## config.mk

```make
export PLATFORM = sky130hd
export DESIGN_NAME = lfsr_word_source_flat
export DESIGN_NICKNAME = d
export VERILOG_FILES = /design/src/rtl/lfsr_word_source_if.sv /design/src/rtl/lfsr_word_source.sv /design/src/flat_wrapper.sv
export SDC_FILE = /design/constraint.sdc
export NUM_CORES = 1
export LEC_CHECK = 0
export ABC_AREA = 1
export BUFFER_PORTS_ARGS = -buffer_cell sky130_fd_sc_hd__buf_2
export CORE_ASPECT_RATIO = 0.7
export CORE_MARGIN = 10
export CORE_UTILIZATION = 48
export DETAILED_ROUTE_END_ITERATION = 7
export PLACE_DENSITY_LB_ADDON = 0.12
export SLEW_MARGIN = 25
export SYNTH_ARGS = -nofsm -noshare
export SYNTH_HDL_FRONTEND = slang
export SYNTH_SLANG_ARGS = --single-unit
export TNS_END_PERCENT = 10
```

## constraint.sdc

```tcl
create_clock -name clk -period 2 [get_ports clk]
set_input_delay 0.2 -clock clk [delete_from_list [all_inputs] [get_ports clk]]
set_output_delay 0.2 -clock clk [all_outputs]
set_load 0.005 [all_outputs]
```

## src/rtl/lfsr_word_source_if.sv

```systemverilog
// Control, status and valid/ready word bus between lfsr_word_source and its consumer.
// The lockup status line exists only when LFSR_LOCKUP_RECOVER_EN is defined.
interface lfsr_word_source_if #(
  parameter int WIDTH   = 40,
  parameter int COUNT_W = 4
);
  logic               seed_load;
  logic [WIDTH-1:0]   seed_in;
  logic               start;
  logic [COUNT_W-1:0] count;
  logic [WIDTH-1:0]   data_out;
  logic               data_valid;
  logic               data_ready;
  logic [COUNT_W-1:0] word_idx;
  logic               busy;
  logic               done;
`ifdef LFSR_LOCKUP_RECOVER_EN
  logic               lockup;
`endif

  modport master (
    input  seed_load, seed_in, start, count, data_ready,
`ifdef LFSR_LOCKUP_RECOVER_EN
    output lockup,
`endif
    output data_out, data_valid, word_idx, busy, done
  );

  modport slave (
    output seed_load, seed_in, start, count, data_ready,
`ifdef LFSR_LOCKUP_RECOVER_EN
    input  lockup,
`endif
    input  data_out, data_valid, word_idx, busy, done
  );
endinterface

```

## src/rtl/lfsr_word_source.sv

```systemverilog
// Burst source of Fibonacci-LFSR words over valid/ready, with seed load and busy/done status.
// Optional LFSR_LOCKUP_RECOVER_EN: an all-zero state is replaced by DEFAULT_SEED and flagged on lockup.
module lfsr_word_source #(
  parameter int               WIDTH        = 40,
  parameter logic [WIDTH-1:0] TAPS         = 40'hA0_0014_0000,
  parameter logic [WIDTH-1:0] DEFAULT_SEED = 40'h00_0000_0001,
  parameter int               COUNT_W      = 4
) (
  input  logic                clk,
  input  logic                reset,
  lfsr_word_source_if.master  bus
);

  typedef enum logic [1:0] {IDLE, RUN, DONE} fsm_t;

  fsm_t               r_fsm, w_fsm_nxt;
  logic [WIDTH-1:0]   r_state, w_state_nxt;
  logic [COUNT_W-1:0] r_len, w_len_nxt;
  logic [COUNT_W-1:0] r_idx, w_idx_nxt;
  logic               r_valid, w_valid_nxt;
  logic               r_busy, w_busy_nxt;
  logic               r_done, w_done_nxt;
  logic               w_fb;
  logic [WIDTH-1:0]   w_adv;
  logic               w_xfer;
`ifdef LFSR_LOCKUP_RECOVER_EN
  logic               r_lockup, w_lockup_nxt;
`endif

  assign w_fb   = ^(r_state & TAPS);
  assign w_adv  = {r_state[WIDTH-2:0], w_fb};
  assign w_xfer = r_valid && bus.data_ready;

  always_comb begin
    w_fsm_nxt   = r_fsm;
    w_state_nxt = r_state;
    w_len_nxt   = r_len;
    w_idx_nxt   = r_idx;
    w_valid_nxt = r_valid;
    w_busy_nxt  = r_busy;
    w_done_nxt  = 1'b0;
`ifdef LFSR_LOCKUP_RECOVER_EN
    w_lockup_nxt = 1'b0;
`endif
    case (r_fsm)
      IDLE: begin
        if (bus.seed_load) w_state_nxt = bus.seed_in;
        if (bus.start && (bus.count != '0)) begin
          w_len_nxt   = bus.count;
          w_idx_nxt   = '0;
          w_valid_nxt = 1'b1;
          w_busy_nxt  = 1'b1;
          w_fsm_nxt   = RUN;
        end
      end
      RUN: begin
        if (w_xfer) begin
          w_state_nxt = w_adv;
          if (r_idx == r_len - COUNT_W'(1)) begin
            w_idx_nxt   = '0;
            w_valid_nxt = 1'b0;
            w_busy_nxt  = 1'b0;
            w_done_nxt  = 1'b1;
            w_fsm_nxt   = DONE;
          end else begin
            w_idx_nxt = r_idx + COUNT_W'(1);
          end
        end
      end
      DONE: begin
        w_fsm_nxt = IDLE;
      end
      default: begin
        w_fsm_nxt   = IDLE;
        w_valid_nxt = 1'b0;
        w_busy_nxt  = 1'b0;
      end
    endcase
`ifdef LFSR_LOCKUP_RECOVER_EN
    // Zero is a fixed point of the shift; never let it become the presented word.
    if (w_state_nxt == '0) begin
      w_state_nxt  = DEFAULT_SEED;
      w_lockup_nxt = 1'b1;
    end
`endif
  end

  always_ff @(posedge clk) begin
    if (!reset) begin
      r_fsm   <= IDLE;
      r_state <= DEFAULT_SEED;
      r_len   <= '0;
      r_idx   <= '0;
      r_valid <= 1'b0;
      r_busy  <= 1'b0;
      r_done  <= 1'b0;
`ifdef LFSR_LOCKUP_RECOVER_EN
      r_lockup <= 1'b0;
`endif
    end else begin
      r_fsm   <= w_fsm_nxt;
      r_state <= w_state_nxt;
      r_len   <= w_len_nxt;
      r_idx   <= w_idx_nxt;
      r_valid <= w_valid_nxt;
      r_busy  <= w_busy_nxt;
      r_done  <= w_done_nxt;
`ifdef LFSR_LOCKUP_RECOVER_EN
      r_lockup <= w_lockup_nxt;
`endif
    end
  end

  assign bus.data_out   = r_state;
  assign bus.data_valid = r_valid;
  assign bus.word_idx   = r_idx;
  assign bus.busy       = r_busy;
  assign bus.done       = r_done;
`ifdef LFSR_LOCKUP_RECOVER_EN
  assign bus.lockup     = r_lockup;
`endif

endmodule
```

## src/flat_wrapper.sv

```systemverilog
// flat-port wrapper written by rule: the top's interface ports become plain ports
module lfsr_word_source_flat 
#(
  parameter int               WIDTH        = 40,
  parameter logic [WIDTH-1:0] TAPS         = 40'hA0_0014_0000,
  parameter logic [WIDTH-1:0] DEFAULT_SEED = 40'h00_0000_0001,
  parameter int               COUNT_W      = 4
)
  (clk, reset, bus_seed_load, bus_seed_in, bus_start, bus_count, bus_data_ready, bus_data_out, bus_data_valid, bus_word_idx, bus_busy, bus_done);
  lfsr_word_source_if #(.WIDTH(WIDTH), .COUNT_W(COUNT_W)) bus_i ();
  input  logic clk;
  input  logic reset;
  input wire logic [$bits(bus_i.seed_load)-1:0] bus_seed_load;
  input wire logic [$bits(bus_i.seed_in)-1:0] bus_seed_in;
  input wire logic [$bits(bus_i.start)-1:0] bus_start;
  input wire logic [$bits(bus_i.count)-1:0] bus_count;
  input wire logic [$bits(bus_i.data_ready)-1:0] bus_data_ready;
  output wire logic [$bits(bus_i.data_out)-1:0] bus_data_out;
  output wire logic [$bits(bus_i.data_valid)-1:0] bus_data_valid;
  output wire logic [$bits(bus_i.word_idx)-1:0] bus_word_idx;
  output wire logic [$bits(bus_i.busy)-1:0] bus_busy;
  output wire logic [$bits(bus_i.done)-1:0] bus_done;
  assign bus_i.seed_load = bus_seed_load;
  assign bus_i.seed_in = bus_seed_in;
  assign bus_i.start = bus_start;
  assign bus_i.count = bus_count;
  assign bus_i.data_ready = bus_data_ready;
  assign bus_data_out = bus_i.data_out;
  assign bus_data_valid = bus_i.data_valid;
  assign bus_word_idx = bus_i.word_idx;
  assign bus_busy = bus_i.busy;
  assign bus_done = bus_i.done;
  lfsr_word_source #(.WIDTH(WIDTH), .TAPS(TAPS), .DEFAULT_SEED(DEFAULT_SEED), .COUNT_W(COUNT_W)) u_core (.clk(clk), .reset(reset), .bus(bus_i));
endmodule
```

## Yosys cells after proc, flatten, opt, wreduce, memory -nomap -nowiden

Index checks and enable logic that the tools add are counted.

- Flip-flop bits (word level): 52
- Input port bits: 49
- Output and inout port bits: 47
- Word-level logic and storage cells: 44

- Add/sub/neg operators: 2
- Equal/unequal tests: 7
- Multiplexer cells: 16
- Bitwise operators: 1
- Reduce and logical (&&, ||, !) cells: 12

Operators by type and width:

| operator | count |
|---|---|
| $mux W40 | 2 |
| $pmux W40 S2 | 1 |
| $reduce_xor A40 Y1 | 1 |
| $mux W4 | 3 |
| $reduce_and A3 Y1 | 4 |
| $pmux W4 S2 | 1 |
| $mux W2 | 3 |
| $ne A2 B1 Y1 const B | 3 |
| $add A4 B1 Y4 const B | 1 |
| $eq A4 B4 Y1 | 1 |
| $mux W1 | 4 |
| $pmux W2 S2 | 1 |
| $reduce_and A4 Y1 | 1 |
| $reduce_bool A4 Y1 | 1 |
| $sub A4 B1 Y4 const B | 1 |
| $pmux W1 S3 | 1 |
| $eq A2 B1 Y1 const B | 1 |
| $eq A2 B2 Y1 const B | 1 |
| $logic_and A1 B1 Y1 | 2 |
| $logic_not A2 Y1 | 1 |
| $ne A2 B2 Y1 const B | 1 |
| $reduce_and A2 Y1 | 1 |
| $reduce_bool A2 Y1 | 1 |
| $not A1 Y1 | 1 |

## Longest topological paths before layout

- Word-level depth: 5
- Depth in mapped cells: 13
- Depth with buffers taken out: 13

## Least setup slack after synthesis

OpenSTA, ideal clock, no wires.

- Path kind: flip-flop to flip-flop
- Start: register u_core.r_len[0]
- End: register u_core.r_idx[2], in the netlist u_core.bus.word_idx[2]
- Library setup time: 117 ps
- Data arrival time: 1308 ps
- Data required time: 1883 ps
- Path slack: 576 ps
- Stages on the path, launching flop included: 11
- Buffers on the path: 0
- Period minus slack after synthesis: 1424 ps
- Path through: dfxtp_1 inv_1 ha_1 xor2_1 nand2_1 nor2_1 nand2_1 nand2_1 inv_2 o21ai_1 nor2_1

- Longest elaborated chain between the ends: 5

Ends and longest elaborated chain:

| element | line | source |
|---|---|---|
| from (decl) | lfsr_word_source.sv:18 | `logic [COUNT_W-1:0] r_len, w_len_nxt;` |
| from (signal assigned) | lfsr_word_source.sv:103 | `r_len <= w_len_nxt;` |
| $sub A4 B1 Y4 | lfsr_word_source.sv:59 | `if (r_idx == r_len - COUNT_W'(1)) begin` |
| $eq A4 B4 Y1 | lfsr_word_source.sv:59 |  |
| $mux W4 | lfsr_word_source.sv:59 |  |
| $mux W4 | lfsr_word_source.sv:57 | `if (w_xfer) begin` |
| $pmux W4 S2 | lfsr_word_source.sv:45 | `case (r_fsm)` |
| to (signal assigned) | lfsr_word_source.sv:104 | `r_idx <= w_idx_nxt;` |
| to (decl) | lfsr_word_source.sv:19 | `logic [COUNT_W-1:0] r_idx, w_idx_nxt;` |

No other way between the ends. The select of a mux whose other input is x is not followed.
A chain may end at the register's enable or synchronous reset.

## Worst setup path in the final report

- Start: register u_core.r_fsm[0]
- End: register u_core.r_state[16], in the netlist u_core.bus.data_out[16]

- Longest elaborated chain between the ends: 3
- Elaborated cells on any way between the ends: 7
- Classes of those cells: eq/ne: 3; mux: 1; reduce/logical: 3

Ends and longest elaborated chain:

| element | line | source |
|---|---|---|
| from (decl) | lfsr_word_source.sv:16 | `fsm_t r_fsm, w_fsm_nxt;` |
| from (signal assigned) | lfsr_word_source.sv:101 | `r_fsm <= w_fsm_nxt;` |
| $eq A2 B1 Y1 or $logic_not A2 Y1 (tied branches) | lfsr_word_source.sv:45 |  |
| $ne A2 B1 Y1 (no line) (tied with other cells) | -- |  |
| $reduce_and A3 Y1 (no line) | -- |  |
| to (signal assigned) | lfsr_word_source.sv:102 | `r_state <= w_state_nxt;` |
| to (decl) | lfsr_word_source.sv:17 | `logic [WIDTH-1:0] r_state, w_state_nxt;` |

Several ways; a longest one is shown, not always the timed one.

==> summary.txt <==
Run status
  – Outcome: finished clean

Global routing
  – M1 GR Usage: about 22%
  – Overall global routing resource usage: 15.9%
  – Largest net degree at the start of global routing: 39
  – Grt met3 use: 6.53%
  – Grt met2 use: 22.6%
  – Vias in the first global route: 2326
  – GR peak layer: met2
  – Initial antenna violation count: 0
  – Global route overflow: 0
  – First-pass GRT wire length: 11300 um

Placement
  – Port Buf Inserts: 95
  – GP Congestion: 0.849
  – DP Area: 2960 sq um
  – DP HPWL: between 5000 and 6000 um
  – Dpl ws: 0.405 ns
  – Placed Instances: 466

Timing
  – Max_slew headroom: approximately 77%
  – Final period util: 80.6%
  – Final min period: between 1.5 and 2 ns
  – Fin. Hold Viols: 0
  – Unrepaired setup endpoints after global routing: no
  – Fmax: 621 MHz
  – Final setup TNS: 0 ns
  – Clk_skew: 0.00356 ns
  – Hold slack: about 0.16 ns
  – Worst Max-Slew Pin Slew: 0.338 ns
  – Setup WS post-layout: about 0.39 ns
  – Slew Viols, Final: 0
  – Setup violators final: 0

Route
  – WL per Instance: ~15 um
  – Vias per cell: 5.15
  – Vias: 2436
  – Initial DRC Count: 122
  – Routed wire length: 6920 um
  – # DRC: 0
  – Post-route ant nets: 0
  – DRT Pass-1 Iters: 4

Synth
  – Synth area leaders: dfxtp_1 43%, nand2_1 16%, o21ai_1 8.7%, a31oi_1 7.8%, a31oi_2 4.7%
  – Synth Area in XOR/XNOR: slightly below 3%
  – Mux cell area share after synthesis: 0%
  – Post-synthesis cell type count: 28
  – Net Count, Synth: between 300 and 400
  – Post-synth EDFFs: 0
  – Post-synth top area share: 43.0%
  – Synth Cell Area: 2420 sq um
  – Compound-Gate Fraction of Synth Area: ~25%
  – Register area share after synthesis: 43.0%
  – Simple-gate area share of the yosys netlist: 20.1%
  – Synthesized area per cell: 7.61 sq um
  – Synthesized flop and latch total: 52
  – Synth Area in Adders: 1.03%
  – Yosys warns: 0
  – Synthesized instance count: between 300 and 400
  – Largest area contributor in the netlist: dfxtp_1
  – Largest family of logic cells by synthesized area: compound AO/OA/AOI/OAI gates
  – Post-synth top flop: dfxtp_1
  – Post-synth ARST share: 0%

Floorplan
  – Starting Density: between 50% and 60%
  – I/O pin cnt: 96
  – Row count: 21
  – Die width: 105 um
  – Die height: 79.4 um
  – Die area: 8320 sq um
  – Core area: 4830 sq um

Critical path
  – R2R cell count: 7
  – Crit end category: flip-flop
  – Crit path cell chain: nand2_2, nor2_4, a21oi_4, inv_4, buf_4, o21ai_1, a31oi_1
  – R2R setup slack: 0.39 ns
  – Reg2reg end: u_core.bus.data_out[16]$_SDFFE_PN0P_
  – CP arrival: 1.83 ns
  – Max incr delay on CP: 0.40 ns
  – CP Class: flip-flop to flip-flop
  – Worst Path Required: between 2 and 2.5 ns
  – CP max stage cell: dfxtp_1
  – Max Fanout on Critical Path: 26
  – Startpoint Class: flip-flop
  – Worst r2r src: u_core.r_fsm[0]$_SDFFE_PN0P_

Clock tree
  – TritonCTS Buffers: 5
  – Worst skew pair latency: 0.29 ns
  – Clock tree buffer depth: 2
  – TritonCTS clock tree: yes
  – Cts repair resizes: 0
  – Clk root buf: clkbuf_8
  – H-tree depth: 2
  – Hold_buf cts: 0
  – Setup repair bufs after CTS: 0
  – Reg clk slew, reported paths: 0.09 ns
  – Sink Count: 52

Finish
  – Post-route insts no fill: 473
  – Post-Route Utilization: 62.8%
  – Most frequent cells in the layout: 101 x nand2_1, 95 x buf_2, 52 x dfxtp_1
  – Commonest non-fill, non-tap cell in the layout: nand2_1
  – Layout cells sized above 1: 31.7%
  – Synthesis-to-finish area growth: 25.6%
  – Finished Cell Area: around 3000 sq um
  – Filler cell count: 486
  – Ant diodes: 0
  – Nets@finish: 455

Pwr
  – Power, Total: between 2 and 2.5 mW
  – Pwr/cell area: 786 nW/um^2
  – Leakage: 1.42 nW
  – Maximum vdd drop: 452 uV

Min path
  – Hold Crit Depth: 3
  – Min-Delay Path Class: primary input to flip-flop
  – Hold path start: bus_count[3]
  – Hold EP: u_core.r_len[3]$_SDFFE_PN0P_

Job
  – Max-cap check violation count: 0
==> metal layers <==
layer	wire [um]	part of all wire [%]	up-vias
met3	609	8.8	2
met5	0	0	-
met4	17	0.25	0
met1	3430	50	1099
met2	2860	41	90
li1	-	-	1245
==> cell families (layout without fill, tap and decap cells) <==
logic type,after synthesis,in the layout
flip-flops,52,52
adder cells (fa/ha/maj),2,2
AND/OR/NAND/NOR,119,119
buffers and inverters,39,125
XOR/XNOR,8,8
AO/OA/AOI/OAI,98,98
==> area by class of cell <==
type                            count  area, sq um  share of cell area, %
Tap cell                           69         86.3                   2.84
Inverter                           17         66.3                   2.18
Sequential cell                    52         1040                   34.3
Timing Repair Buffer              101          571                   18.8
Clock buffer                        6         72.6                   2.39
Clock inverter                      1         5.00                  0.165
Multi-Input combinational cell    227         1190                   39.3
==> how the worst max path moves through the flow <==
stage,depth (start not counted),endpoint,start,slack (ns)
CTS,10,u_core.bus.word_idx[2]$_SDFFE_PN0P_,u_core.r_len[0]$_SDFFE_PN0P_,0.38
floorplan,10,u_core.bus.word_idx[2]$_SDFFE_PN0P_,u_core.r_len[0]$_SDFFE_PN0P_,0.58
global placement,10,u_core.bus.word_idx[2]$_SDFFE_PN0P_,u_core.r_len[0]$_SDFFE_PN0P_,0.41
global route,7,u_core.bus.data_out[16]$_SDFFE_PN0P_,u_core.r_fsm[0]$_SDFFE_PN0P_,0.20
finish,7,u_core.bus.data_out[16]$_SDFFE_PN0P_,u_core.r_fsm[0]$_SDFFE_PN0P_,0.39
detailed placement,7,u_core.bus.data_out[18]$_SDFFE_PN0P_,u_core.r_fsm[0]$_SDFFE_PN0P_,0.40
==> cell usage after synthesis, types with 2 or more instances <==
| cell type | number |
|---|---|
| inv_1 | 11 |
| ha_1 | 2 |
| nand3_1 | 4 |
| o21ai_0 | 3 |
| dfxtp_1 | 52 |
| a21oi_1 | 10 |
| buf_4 | 4 |
| buf_2 | 3 |
| inv_2 | 5 |
| nor3_1 | 2 |
| xnor2_1 | 3 |
| a31oi_2 | 9 |
| o21ai_1 | 42 |
| nor2_1 | 6 |
| o211ai_1 | 2 |
| xor2_1 | 5 |
| a31oi_1 | 30 |
| nand2_1 | 101 |
| clkbuf_1 | 13 |
| nand2_2 | 2 |
| buf_6 | 2 |
==> where the power goes <==
part	switching, mW	internal (mW)	leakage [nW]	total (mW)
Combinational	0.343	0.261	0.947	0.604
Clock	0.315	0.239	0.0410	0.554
Sequential	0.0893	1.14	0.430	1.23
==> registers in the layout (all words and copies together) (netlist names) <==
signal,cells
u_core.bus.data_out,40
u_core.bus.data_valid,1
u_core.bus.done,1
u_core.bus.word_idx,4
u_core.r_fsm,2
u_core.r_len,4
==> critical path, delay by kind of cell, from the launching register on <==
family | cells | cell delay [ns]
buffers and inverters | 2 | 0.49
flip-flops | 1 | 0.40
AND/OR/NAND/NOR | 2 | 0.39
AO/OA/AOI/OAI | 3 | 0.26
(Power assumes the default switching activity.)
